--- src/rtl/mips_mem_pkg.sv ---
// mips_mem_pkg: shared state encoding and default sizes for the memory port controller
package mips_mem_pkg;
  typedef enum logic [1:0] {IDLE, BUSY, DONE} mem_state_t;
  localparam int MEM_ADDR_W = 32;
  localparam int MEM_DATA_W = 32;
  localparam int MEM_TIMEOUT_DEFAULT = 16;
endpackage

--- src/rtl/mem_port_ctrl_timeout.sv ---
// mem_timeout_ctr: counts BUSY cycles without ack and flags expiry on the TIMEOUT-th one
// Ports: clk, rst (sync, active-high), busy (controller in BUSY), ack (memory ack),
//        expired (this BUSY cycle reaches TIMEOUT without ack; ack wins on a tie)
module mem_timeout_ctr #(
  parameter int TIMEOUT = 16
) (
  input  logic clk,
  input  logic rst,
  input  logic busy,
  input  logic ack,
  output logic expired
);
  localparam int CW = $clog2(TIMEOUT + 1);
  logic [CW-1:0] cnt;
  assign expired = busy && !ack && cnt == CW'(TIMEOUT - 1);
  always_ff @(posedge clk) begin
    if (rst || !busy) cnt <= '0;
    else if (!ack) cnt <= cnt + CW'(1);
  end
endmodule

--- src/rtl/mem_port_ctrl.sv ---
// mem_port_ctrl: registered req/ack memory port with FSM stall, IR and MDR
// Ports: clk, in_reset (sync, active-high); FSM side mem_read, mem_write, iord, ir_write,
//        pc, alu_out, wdata, stall; memory side m_req, m_we, m_addr, m_wdata, m_ack, m_rdata;
//        instr (IR), mdr (MDR), bus_err (sticky timeout).
// Optional: define MEM_TIMEOUT_EN to build the BUSY timeout; otherwise bus_err is 0.
module mem_port_ctrl
  import mips_mem_pkg::*;
#(
  parameter int ADDR_W  = MEM_ADDR_W,
  parameter int DATA_W  = MEM_DATA_W,
  parameter int TIMEOUT = MEM_TIMEOUT_DEFAULT
) (
  input  logic              clk,
  input  logic              in_reset,
  input  logic              mem_read,
  input  logic              mem_write,
  input  logic              iord,
  input  logic              ir_write,
  input  logic [ADDR_W-1:0] pc,
  input  logic [ADDR_W-1:0] alu_out,
  input  logic [DATA_W-1:0] wdata,
  output logic              m_req,
  output logic              m_we,
  output logic [ADDR_W-1:0] m_addr,
  output logic [DATA_W-1:0] m_wdata,
  input  logic              m_ack,
  input  logic [DATA_W-1:0] m_rdata,
  output logic [DATA_W-1:0] instr,
  output logic [DATA_W-1:0] mdr,
  output logic              stall,
  output logic              bus_err
);
  if (TIMEOUT < 1) begin : g_bad_timeout
    $error("TIMEOUT must be >= 1");
  end
  mem_state_t state, state_nx;
  logic dest, start, done_ok, expired;
  assign start = state == IDLE && (mem_read || mem_write);
  assign done_ok = state == BUSY && m_ack;
  assign stall = !in_reset && (start || state == BUSY);
`ifdef MEM_TIMEOUT_EN
  mem_timeout_ctr #(.TIMEOUT(TIMEOUT)) u_timeout (
    .clk(clk),
    .rst(in_reset),
    .busy(state == BUSY),
    .ack(m_ack),
    .expired(expired)
  );
`else
  assign expired = 1'b0;
  assign bus_err = 1'b0;
`endif
  always_comb begin
    state_nx = state == IDLE ? (start ? BUSY : IDLE) :
               state == BUSY ? ((done_ok || expired) ? DONE : BUSY) : IDLE;
  end
  always_ff @(posedge clk) begin
    if (in_reset) begin
      state   <= IDLE;
      m_req   <= 1'b0;
      m_we    <= 1'b0;
      m_addr  <= '0;
      m_wdata <= '0;
      dest    <= 1'b0;
      instr   <= '0;
      mdr     <= '0;
`ifdef MEM_TIMEOUT_EN
      bus_err <= 1'b0;
`endif
    end else begin
      state <= state_nx;
      if (start) begin
        m_req   <= 1'b1;
        m_we    <= mem_write;
        m_addr  <= iord ? alu_out : pc;
        m_wdata <= wdata;
        dest    <= ir_write;
      end
      if (done_ok || expired) begin
        m_req <= 1'b0;
        m_we  <= 1'b0;
      end
      if (done_ok && !m_we && dest) instr <= m_rdata;
      if (done_ok && !m_we && !dest) mdr <= m_rdata;
`ifdef MEM_TIMEOUT_EN
      if (expired) bus_err <= 1'b1;
`endif
    end
  end
endmodule

--- config.mk ---
export PLATFORM = sky130hd
export DESIGN_NAME = mem_port_ctrl
export DESIGN_NICKNAME = d
export VERILOG_FILES = /design/src/rtl/mips_mem_pkg.sv /design/src/rtl/mem_port_ctrl_timeout.sv /design/src/rtl/mem_port_ctrl.sv
export SDC_FILE = /design/constraint.sdc
export NUM_CORES = 1
export LEC_CHECK = 0
export ABC_AREA = 1
export CORE_AREA = 2 2 120 122
export CTS_BUF_LIST = sky130_fd_sc_hd__clkbuf_8
export DETAILED_ROUTE_END_ITERATION = 10
export DIE_AREA = 0 0 122 124
export HOLD_SLACK_MARGIN = 0.12
export PLACE_DENSITY = 0.82
export SYNTH_ARGS = -nofsm -noshare
export SYNTH_HDL_FRONTEND = slang
export SYNTH_SLANG_ARGS = --single-unit
--- constraint.sdc ---
create_clock -name clk -period 1.6 [get_ports clk]
set_input_delay 0.32 -clock clk [delete_from_list [all_inputs] [get_ports clk]]
set_output_delay 0.32 -clock clk [all_outputs]
set_load 0.005 [all_outputs]
==> key figures, run 1 <==
GRT
  • Number of global-route vias before repair: 5506
  • Total GRT Usage: 22.1%
  • Antenna violations before repair: 0
  • Largest net degree at the start of global routing: 99
  • Gr ovfl total: 0
  • Wire length of the first global-routing pass: 26300 µm

Floorplan
  • Total Die Area: 15100 µm²
  • Initial Util: 42.8%
  • Core Box Area: around 14000 µm²
  • Die H: 124 µm
  • Rows: between 40 and 50
  • Die width: 122 µm
  • I/O pin total: between 200 and 300

Placement
  • I/O Buffers: 265
  • Pre-CTS WS: -0.503 ns
  • HPWL Detailed: 11900 µm
  • Global placement routability congestion: 0.774
  • DP Area: 8760 µm²

Cells and area
  • Nets: between 1000 and 1500
  • Share of cells above drive strength 1: 8.77%
  • Area growth from synthesis to layout: 54.3%
  • Fillers: approximately 1300
  • Diodes inserted: 0
  • Post-layout instance area: between 9000 and 10000 µm²

Routing
  • Initial DRC count: 339
  • Routed vias: about 6000
  • Routed len/inst: 12.2 µm
  • Routed Antenna Nets: 0
  • Remaining DRCs: 0
  • Post-Route WL: 16700 µm
  • DR pass1 iterations: 4
  • Vias/cell: 4.40

Logic synthesis
  • Count leader, synth: nor2_1
  • Mean Syn Cell Area: 6.38 µm²
  • Synth Register Bits: between 100 and 150
  • Sequential area share after synthesis: ~45%
  • Post-synth cell types: 17
  • Most common library cells after synthesis: nor2_1 (199), inv_1 (197), nand2_1 (164)
  • Post-synth EDFFs: 0
  • Leading post-synthesis cells by cell area: dfxtp_1 (45%), nor2_1 (13%), inv_1 (13%), nand2_1 (10%), o21ai_0 (6.6%)
  • Syn. warnings: 0
  • Syn nets: around 1100
  • Ys async rst share: 0%
  • Top FF cell, synth: dfxtp_1
  • Top-area cell type share of the netlist area: 45.3%
  • Synth Instances: around 900
  • Synth Cell Area: about 6000 µm²
  • Cell taking the most area after synthesis: dfxtp_1

Critical path
  • Max incr delay on CP: between 0.3 and 0.4 ns
  • CP Launch Type: flop
  • CP required: 1.28 ns
  • CP arrival: about 1.3 ns
  • Buf/Inv on CP: 3
  • CP Class: flop to primary output
  • Crit end category: primary output
  • CP delay by family, top: flip-flops
  • Worst path slowest cell: dfxtp_2
  • Worst path cell trace: inv_2 -> nand2_2 -> nor2_4 -> o21ai_2 -> inv_1 -> buf_2
  • Critical-path maximum fanout: 2

Outcome
  • Status: finished clean

STA
  • Unrepaired setup endpoints after global routing: yes
  • Pins Over Slew Limit: 0
  • Period minus WS final: 1.58 ns
  • Final worst path period share: 98.9%
  • PnR worst setup slack: between 0.015 and 0.02 ns
  • Fmax: 0.632 GHz
  • Final Hold Fails: 0
  • Final setup viols: 0
  • Final Skew: 0.0195 ns

CTS
  • Clock root cell: clkbuf_8
  • H-tree depth: 4
  • CTS tree: built
  • Clock sinks: 133
  • CTS buffer count: 17
  • Clock latency on the worst-skew pair: 0.44 ns
  • Clk slew on worst S/H paths: approximately 0.07 ns
  • Clock Path Buffers: 2

Min path
  • Hold Path Class: input port to flop

Job
  • Max_cap viols: 0

Power
  • P_leak: 4.78 nW
  • Power per Cell Area: 911 nW/µm²
  • Tot Pwr: 0.00825 W
  • Max IR drop VDD: 536 µV
==> worst paths after layout <==
kind	from	to	slack [ns]	cells past startpoint
setup / recovery	state[0]	stall	0.02	6
hold / removal	mem_write	m_we	0.22	3
hold reg to reg	m_req	m_req	0.47	2
setup reg to reg	state[0]	dest	0.09	8
==> metal layers <==
layer | vias to the layer above | wire [µm] | part of all wire, % | track usage [%]
li1 | 3214 | - | - | -
met1 | 2588 | 6880 | 41 | 25.6
met2 | 199 | 8150 | 49 | 37.3
met3 | 16 | 1440 | 8.6 | 8.01
met4 | 0 | 223 | 1.3 | 8.69
met5 | - | 0 | 0 | 0
==> area by class of cell <==
cell class | instances | area (µm²) | area share [%]
flip-flops and latches | 133 | 2710 | 29.9
multi-input cells | 533 | 2240 | 24.7
clock inverters | 14 | 130 | 1.44
well taps | 180 | 225 | 2.49
clock buffers | 18 | 248 | 2.74
repair buffers | 289 | 2760 | 30.5
inverters | 199 | 748 | 8.26
==> cell families after synthesis <==
kind of cell	after synthesis	synth area share, %
and+or+nand+nor	432	29.3
other	1	0.0639
AOI/OAI and AO/OA	100	8.52
DFF	133	45.3
buffers and inverters	254	16.8
==> placed cells by master, fill, tap and decap left out, types with 2 or more instances in the layout <==
cell type / count
nor2_1: 197
inv_1: 195
nand2_1: 163
clkdlybuf4s50_1: 132
dlygate4sd2_1: 129
dfxtp_1: 97
o21ai_0: 77
nand3_1: 65
dfxtp_2: 36
o21ai_1: 20
clkbuf_8: 19
buf_4: 16
buf_12: 7
clkinv_4: 5
clkinvlp_4: 5
inv_2: 3
clkinv_2: 3
nor2_2: 2
nor2_4: 2
nand4_1: 2
a21oi_1: 2
buf_2: 2
dlymetal6s2s_1: 2
==> state kept, by name, indices dropped and copies added, names as in the netlist <==
| name | count |
|---|---|
| instr | 32 |
| m_addr | 32 |
| m_wdata | 32 |
| mdr | 32 |
| state | 2 |
| dest | 1 |
| m_req | 1 |
| m_we | 1 |
==> through the flow <==
step / hold slack, ns / utilization (%) / std cells / setup TNS, ns
3_5_place_dp: 0.460 / 63.8 / 1331 / -32.52
5_1_grt: 0.214 / 66.0 / 1366 / -0.369
4_1_cts: 0.429 / 65.9 / 1365 / -0.0218
3_3_place_gp: 0.453 / 63.8 / 1331 / -29.59
2_1_floorplan: 0.392 / - / 920 / 0
6_report: 0.218 / 66.0 / 1366 / 0
==> what timing repair did <==
action / 4_1_cts / 5_1_grt
resized for setup: 176 / 3
buffers inserted: 2 / 1
hold buffers: 0 / 0
setup endpoints to repair: 170 / 46
pin swaps: 3 / 2
==> power breakdown <==
group | internal (W) | total, W | switching (W)
Sequential | 0.00362 | 0.00377 | 0.000147
Clock | 0.00128 | 0.00263 | 0.00135
Combinational | 0.000937 | 0.00186 | 0.000921
==> worst min-delay path, cell delays in order <==
cell and delay, ns:
dlymetal6s2s_1 0.14, nand2_1 0.08, a21oi_1 0.06
Power figures use the tool's default switching activity.
==> run 2, diff against run 1 <==
CORE_AREA = 2 2 169 88   (was 2 2 120 122)
DIE_AREA = 0 0 171 90   (was 0 0 122 124)
==> run 2 against run 1 <==
Against the previous run: largest power group unchanged; critical path depth unchanged; clock power increased by 16%; setup slack got worse by 0.031 ns; die area increased by 1.7%; the flow now finishes with violations (negative setup slack); highest routed layer unchanged; critical path type unchanged; largest cell class unchanged; first-iteration DRC count increased by 3.2%.
==> key figures, run 2 (synthesized netlist as in run 1, its figures left out) <==
Outcome
  • Status: finished, violations left
  • Failing checks: negative setup slack

Routing
  • Routed Antenna Nets: 0 (unchanged)
  • DR pass1 iterations: 4 (unchanged)
  • Initial DRC count: 350 (+3.2%)
  • Vias/cell: 4.54 (+3.1%)
  • Routed len/inst: 13.4 µm (+10%)
  • Routed vias: 6338 (+5.3%)
  • Post-Route WL: 18800 µm (+13%)
  • Remaining DRCs: 0 (unchanged)

Critical path
  • Stages on the worst setup path: 6 (unchanged)
  • Critical-path maximum fanout: 2 (unchanged)
  • Worst path cell trace: inv_2 -> nor2_4 -> buf_6 -> o21ai_4 -> inv_1 -> clkbuf_2
  • CP Class: flop to primary output
  • Critical Path End: stall
  • Worst Setup SP: state[0]
  • CP arrival: 1.29 ns (+0.03 ns)
  • Crit end category: primary output
  • CP Launch Type: flop
  • R2R setup slack: 0.08 ns (about the same)
  • R2r endpoint: mdr[16]
  • Worst Reg-to-Reg Cells: 10 (+2)
  • CP required: 1.28 ns (about the same)
  • Worst path slowest cell: dfxtp_2
  • Buf/Inv on CP: 4 (+1)
  • CP delay by family, top: buffers and inverters
  • Max incr delay on CP: 0.33 ns (about the same)
  • Reg2Reg Launch Point: state[0]

Floorplan
  • I/O pin total: 267 (unchanged)
  • Core Box Area: 14000 µm² (+2.3%)
  • Initial Util: 41.8% (-0.98 points)
  • Die width: 171 µm (+40%)
  • Total Die Area: 15400 µm² (+1.7%)
  • Rows: 31 (-28%)
  • Die H: 90 µm (-27%)

STA
  • Unrepaired setup endpoints after global routing: yes
  • Final Hold Fails: 0 (unchanged)
  • Final Skew: 0.0112 ns (-0.00824 ns)
  • Pins Over Slew Limit: 0 (unchanged)
  • Final worst path period share: 101% (+2.0 points)
  • Fmax: 0.620 GHz (-1.9%)
  • Period minus WS final: 1.61 ns (+0.0312 ns)
  • Fin Setup TNS: -0.0141 ns (-0.0141 ns)
  • Final setup viols: 1 (+1)
  • PnR worst setup slack: -0.0141 ns (-0.0312 ns)

Placement
  • I/O Buffers: 265 (unchanged)
  • Placed instance count: 1351 (+1.5%)
  • Pre-CTS WS: -0.429 ns (+0.0736 ns)
  • Global placement routability congestion: 0.853 (+10%)
  • HPWL Detailed: 12400 µm (+4.3%)

Cells and area
  • Commonest non-fill, non-tap cell in the layout: nor2_1
  • Nets: 1320 (+0.92%)
  • Share of cells above drive strength 1: 11.5% (+2.8 points)
  • Most frequent cells in the layout: nor2_1 (194), inv_1 (187), nand2_1 (155)
  • Area growth from synthesis to layout: 60.6%
  • Final core occ: 67.2% (+1.2 points)
  • Diodes inserted: 0 (unchanged)
  • Finished Layout Cells: 1396 (+2.2%)

GRT
  • Antenna violations before repair: 0 (unchanged)
  • Wire length of the first global-routing pass: 28400 µm (+8.2%)
  • Total GRT Usage: 23.0% (+0.87 points)
  • Gr ovfl total: 0 (unchanged)
  • Largest net degree at the start of global routing: 52 (-47%)
  • Number of global-route vias before repair: 5967 (+8.4%)

CTS
  • CTS tree: built
  • H-tree depth: 4 (unchanged)
  • CTS buffer count: 17 (unchanged)
  • Clock sinks: 133 (unchanged)
  • Clock Path Buffers: 2 (unchanged)
  • # hold bufs at CTS: 0 (unchanged)
  • Clk slew on worst S/H paths: 0.09 ns (+0.02 ns)
  • Clock root cell: clkbuf_8
  • Clock latency on the worst-skew pair: 0.42 ns (-0.02 ns)

Power
  • Power per Cell Area: 935 nW/µm² (+2.6%)
  • Tot Pwr: 0.00882 W (+6.9%)
  • P_leak: 5.02 nW (+5.1%)
  • Max IR drop VDD: 498 µV (-7.1%)

Min path
  • Hold Path Class: input port to flop

Job
  • Max_cap viols: 0 (unchanged)
run 2: changes by cell type in the layout (fill, tap and decap cells not counted), moves of 4 or more:
cell,change
inv_1,-8
dlygate4sd2_1,-16
inv_2,+8
clkdlybuf4s50_1,+6
dlymetal6s2s_1,+10
nand2_1,-8
buf_6,+4
inv_6,+6
nand2_4,+8
run 2: worst min path at each step:
stage | start | to | slack (ns) | depth (start not counted)
3_5_place_dp | m_req | m_req | 0.47 | 2
3_3_place_gp | m_req | m_req | 0.45 | 2
2_1_floorplan | in_reset | state[1] | 0.39 | 1
6_report | iord | m_addr[2] | 0.42 | 5
4_1_cts | iord | m_addr[2] | 0.38 | 5
5_1_grt | iord | m_addr[1] | 0.47 | 5
run 2: tightest hold or removal path, stage by stage:
cell and delay (ns):
buf_2 0.18, nand2_1 0.08, o21ai_0 0.08, nor2_1 0.10, nor2_1 0.05
run 2: repair_timing:
action,in CTS,in global routing
resized for setup,158,51
gates cloned,0,5
pin swaps,4,7
setup buffers,5,6
endpoints found under the setup margin,160,145
run 2: cell type report:
type	count	area, µm²
fillers	1219	4610
repair buffers	301	2980
flip-flops and latches	133	2710
multi-input cells	533	2320
inverters	199	748
well taps	198	248
clock buffers	17	234
clock inverters	15	189
run 2: where the power goes:
group	internal (W)	switching, W	total [W]
Sequential	0.00362	0.000148	0.00377
Combinational	0.00101	0.00100	0.00201
Clock	0.00158	0.00146	0.00304
Total	0.00621	0.00261	0.00882
run 2: per-stage QoR:
step           area (µm²)  hold WS, ns
2_1_floorplan        5870        0.392
3_3_place_gp         8810        0.454
3_5_place_dp         8810        0.471
4_1_cts              9180        0.380
5_1_grt              9430        0.467
6_report             9430        0.422
run 2: per-layer routing:
metal	vias up	track usage [%]	part of all wire [%]
li1	3233	-	-
met2	252	37.2	43
met1	2824	28.3	45
met3	29	8.67	10
met5	-	0	0
met4	0	7.49	1.6
==> run 3, diff against run 2 <==
CORE_AREA = 2 2 112 114   (was 2 2 169 88)
DIE_AREA = 0 0 114 116   (was 0 0 171 90)
DONT_BUFFER_PORTS = 1   (was not set)
PLACE_DENSITY = not set   (was 0.82)
==> run 3 against run 2 <==
Against the previous run: the flow now finishes without violations; cell area fell by 23%; sequential share of layout area rose by 7.8 points; combinational power fell by 38%; hold slack got worse by 0.27 ns; final cell count fell by 18%; sequential power rose by 3%; power fell by 6.7%; via count fell by 12%; core utilization fell by 5.9 points; register-to-register slack improved by 0.18 ns; global-route usage rose by 2.1 points; die area fell by 14%; critical endpoint unchanged.
==> key figures, run 3 (synthesized netlist as in run 1, its figures left out) <==
Min path
  • Hold EP: m_addr[6]
  • Hold Path Class: input port to flop
  • Hold Path Origin: alu_out[6]
  • Hold depth: 4 (-1)

Critical path
  • Worst path slowest cell: dfxtp_1
  • Worst Setup SP: state[0]
  • Stages on the worst setup path: 5 (-1)
  • R2R setup slack: 0.26 ns (+0.18 ns)
  • Worst Reg-to-Reg Cells: 7 (-3)
  • R2r endpoint: mdr[26]
  • Max incr delay on CP: 0.32 ns (about the same)
  • Critical-path maximum fanout: 2 (unchanged)
  • CP delay by family, top: flip-flops
  • Reg2Reg Launch Point: state[1]
  • Worst path cell trace: inv_2 -> nand2_2 -> nor2_4 -> o21ai_2 -> inv_1
  • Crit end category: primary output
  • Buf/Inv on CP: 2 (-2)
  • CP arrival: 1.20 ns (-0.09 ns)
  • CP required: 1.28 ns (about the same)
  • CP Launch Type: flop
  • CP Class: flop to primary output

CTS
  • Clock latency on the worst-skew pair: 0.44 ns (+0.02 ns)
  • CTS buffer count: 17 (unchanged)
  • Clock Path Buffers: 2 (unchanged)
  • CTS tree: built
  • H-tree depth: 4 (unchanged)
  • Clk slew on worst S/H paths: 0.08 ns (about the same)
  • Clock sinks: 133 (unchanged)
  • Clock root cell: clkbuf_8

Placement
  • Placed instance count: 1025 (-24%)
  • I/O Buffers: 0 (-100%)
  • HPWL Detailed: 10400 µm (-16%)
  • Global placement routability congestion: 0.781 (-8.5%)

GRT
  • Total GRT Usage: 25.0% (+2.1 points)
  • Gr ovfl total: 0 (unchanged)
  • Number of global-route vias before repair: 5520 (-7.5%)
  • Antenna violations before repair: 0 (unchanged)
  • Wire length of the first global-routing pass: 25900 µm (-8.9%)
  • Largest net degree at the start of global routing: 65 (+25%)

Cells and area
  • Finished Layout Cells: 1140 (-18%)
  • Nets: 1115 (-16%)
  • Final core occ: 61.3% (-5.9 points)
  • Commonest non-fill, non-tap cell in the layout: nor2_1
  • Diodes inserted: 0 (unchanged)
  • Share of cells above drive strength 1: 5.44% (-6.1 points)
  • Most frequent cells in the layout: nor2_1 (198), inv_1 (197), nand2_1 (163)
  • Area growth from synthesis to layout: 24.3%

Floorplan
  • Initial Util: 49.3% (+7.5 points)
  • Die H: 116 µm (+29%)
  • Total Die Area: 13200 µm² (-14%)
  • Die width: 114 µm (-33%)
  • I/O pin total: 267 (unchanged)
  • Rows: 40 (+29%)
  • Core Box Area: 11900 µm² (-15%)

STA
  • Period minus WS final: 1.52 ns (-0.0978 ns)
  • Fin Setup TNS: 0 ns (+0.0141 ns)
  • Worst slew pin tran: 0.932 ns
  • Unrepaired setup endpoints after global routing: no
  • Final setup viols: 0 (-1)
  • Final Skew: 0.00776 ns (-0.00346 ns)
  • Final Hold Fails: 0 (unchanged)
  • Pins Over Slew Limit: 0 (unchanged)
  • Slew Limit Headroom: 37.9%
  • Fmax: 0.660 GHz (+6.5%)
  • Final worst hold slack: 0.147 ns (-0.275 ns)
  • Final worst path period share: 94.8% (-6.1 points)

Routing
  • DR pass1 iterations: 5 (+1)
  • Vias/cell: 4.89 (+7.6%)
  • Routed vias: 5570 (-12%)
  • Routed Antenna Nets: 0 (unchanged)
  • Post-Route WL: 16400 µm (-13%)
  • Remaining DRCs: 0 (unchanged)
  • Initial DRC count: 302 (-14%)
  • Routed len/inst: 14.4 µm (+7.0%)

Power
  • Max IR drop VDD: 626 µV (+26%)
  • P_leak: 3.61 nW (-28%)
  • Tot Pwr: 0.00824 W (-6.7%)
  • Power per Cell Area: 1130 nW/µm² (+21%)

Job
  • Max_cap viols: 0 (unchanged)

Outcome
  • Status: finished clean
[run 3: stage by stage]
step                      instance area, µm²  worst slack, ns
final                                   7300           0.0837
after global routing                    7300          0.00622
after CTS                               7280          0.00436
after detailed placement                6010            0.308
after global placement                  6010            0.350
after floorplan                         5870            0.373
[run 3: what timing repair did]
action                                  in CTS  in global routing
pin swaps                                    1                  0
endpoints found under the setup margin       1                 14
buffers inserted                             1                  0
hold endpoints to repair                   105                  0
hold buffers                                82                  0
resized for setup                            3                  5
[run 3: power by group]
group	leakage [nW]	switching (W)	internal (W)
Combinational	2.28	0.000742	0.000498
Clock	0.234	0.00128	0.00184
Sequential	1.09	0.000259	0.00361
Total	3.61	0.00228	0.00596
[run 3: worst reg2reg max path, stage by stage, from the launching register on]
cell and delay, ns:
dfxtp_2 0.34, inv_2 0.06, nand3_1 0.15, nor2_4 0.15
buf_12 0.26, nand3_1 0.15, nand2_1 0.09, nor2_1 0.04
[run 3: cell type report]
cell class | count | area, µm²
clock buffers | 21 | 289
inverters | 199 | 748
fillers | 1116 | 4610
well taps | 147 | 184
multi-input cells | 533 | 2240
clock inverters | 11 | 155
repair buffers | 96 | 1020
flip-flops and latches | 133 | 2660
[run 3: worst max-delay path by stage]
| stage | end | slack [ns] |
|---|---|---|
| 3_5_place_dp | mdr[27] | 0.31 |
| 6_report | stall | 0.08 |
| 3_3_place_gp | instr[23] | 0.35 |
| 5_1_grt | stall | 0.006 |
| 4_1_cts | stall | 0.004 |
| 2_1_floorplan | stall | 0.37 |
[run 3: routing by layer]
metal / GRT usage [%] / part of all wire (%)
met5: 0 / 0
met2: 45.5 / 51
met1: 26.1 / 37
met4: 11.6 / 2.5
met3: 8.58 / 8.8
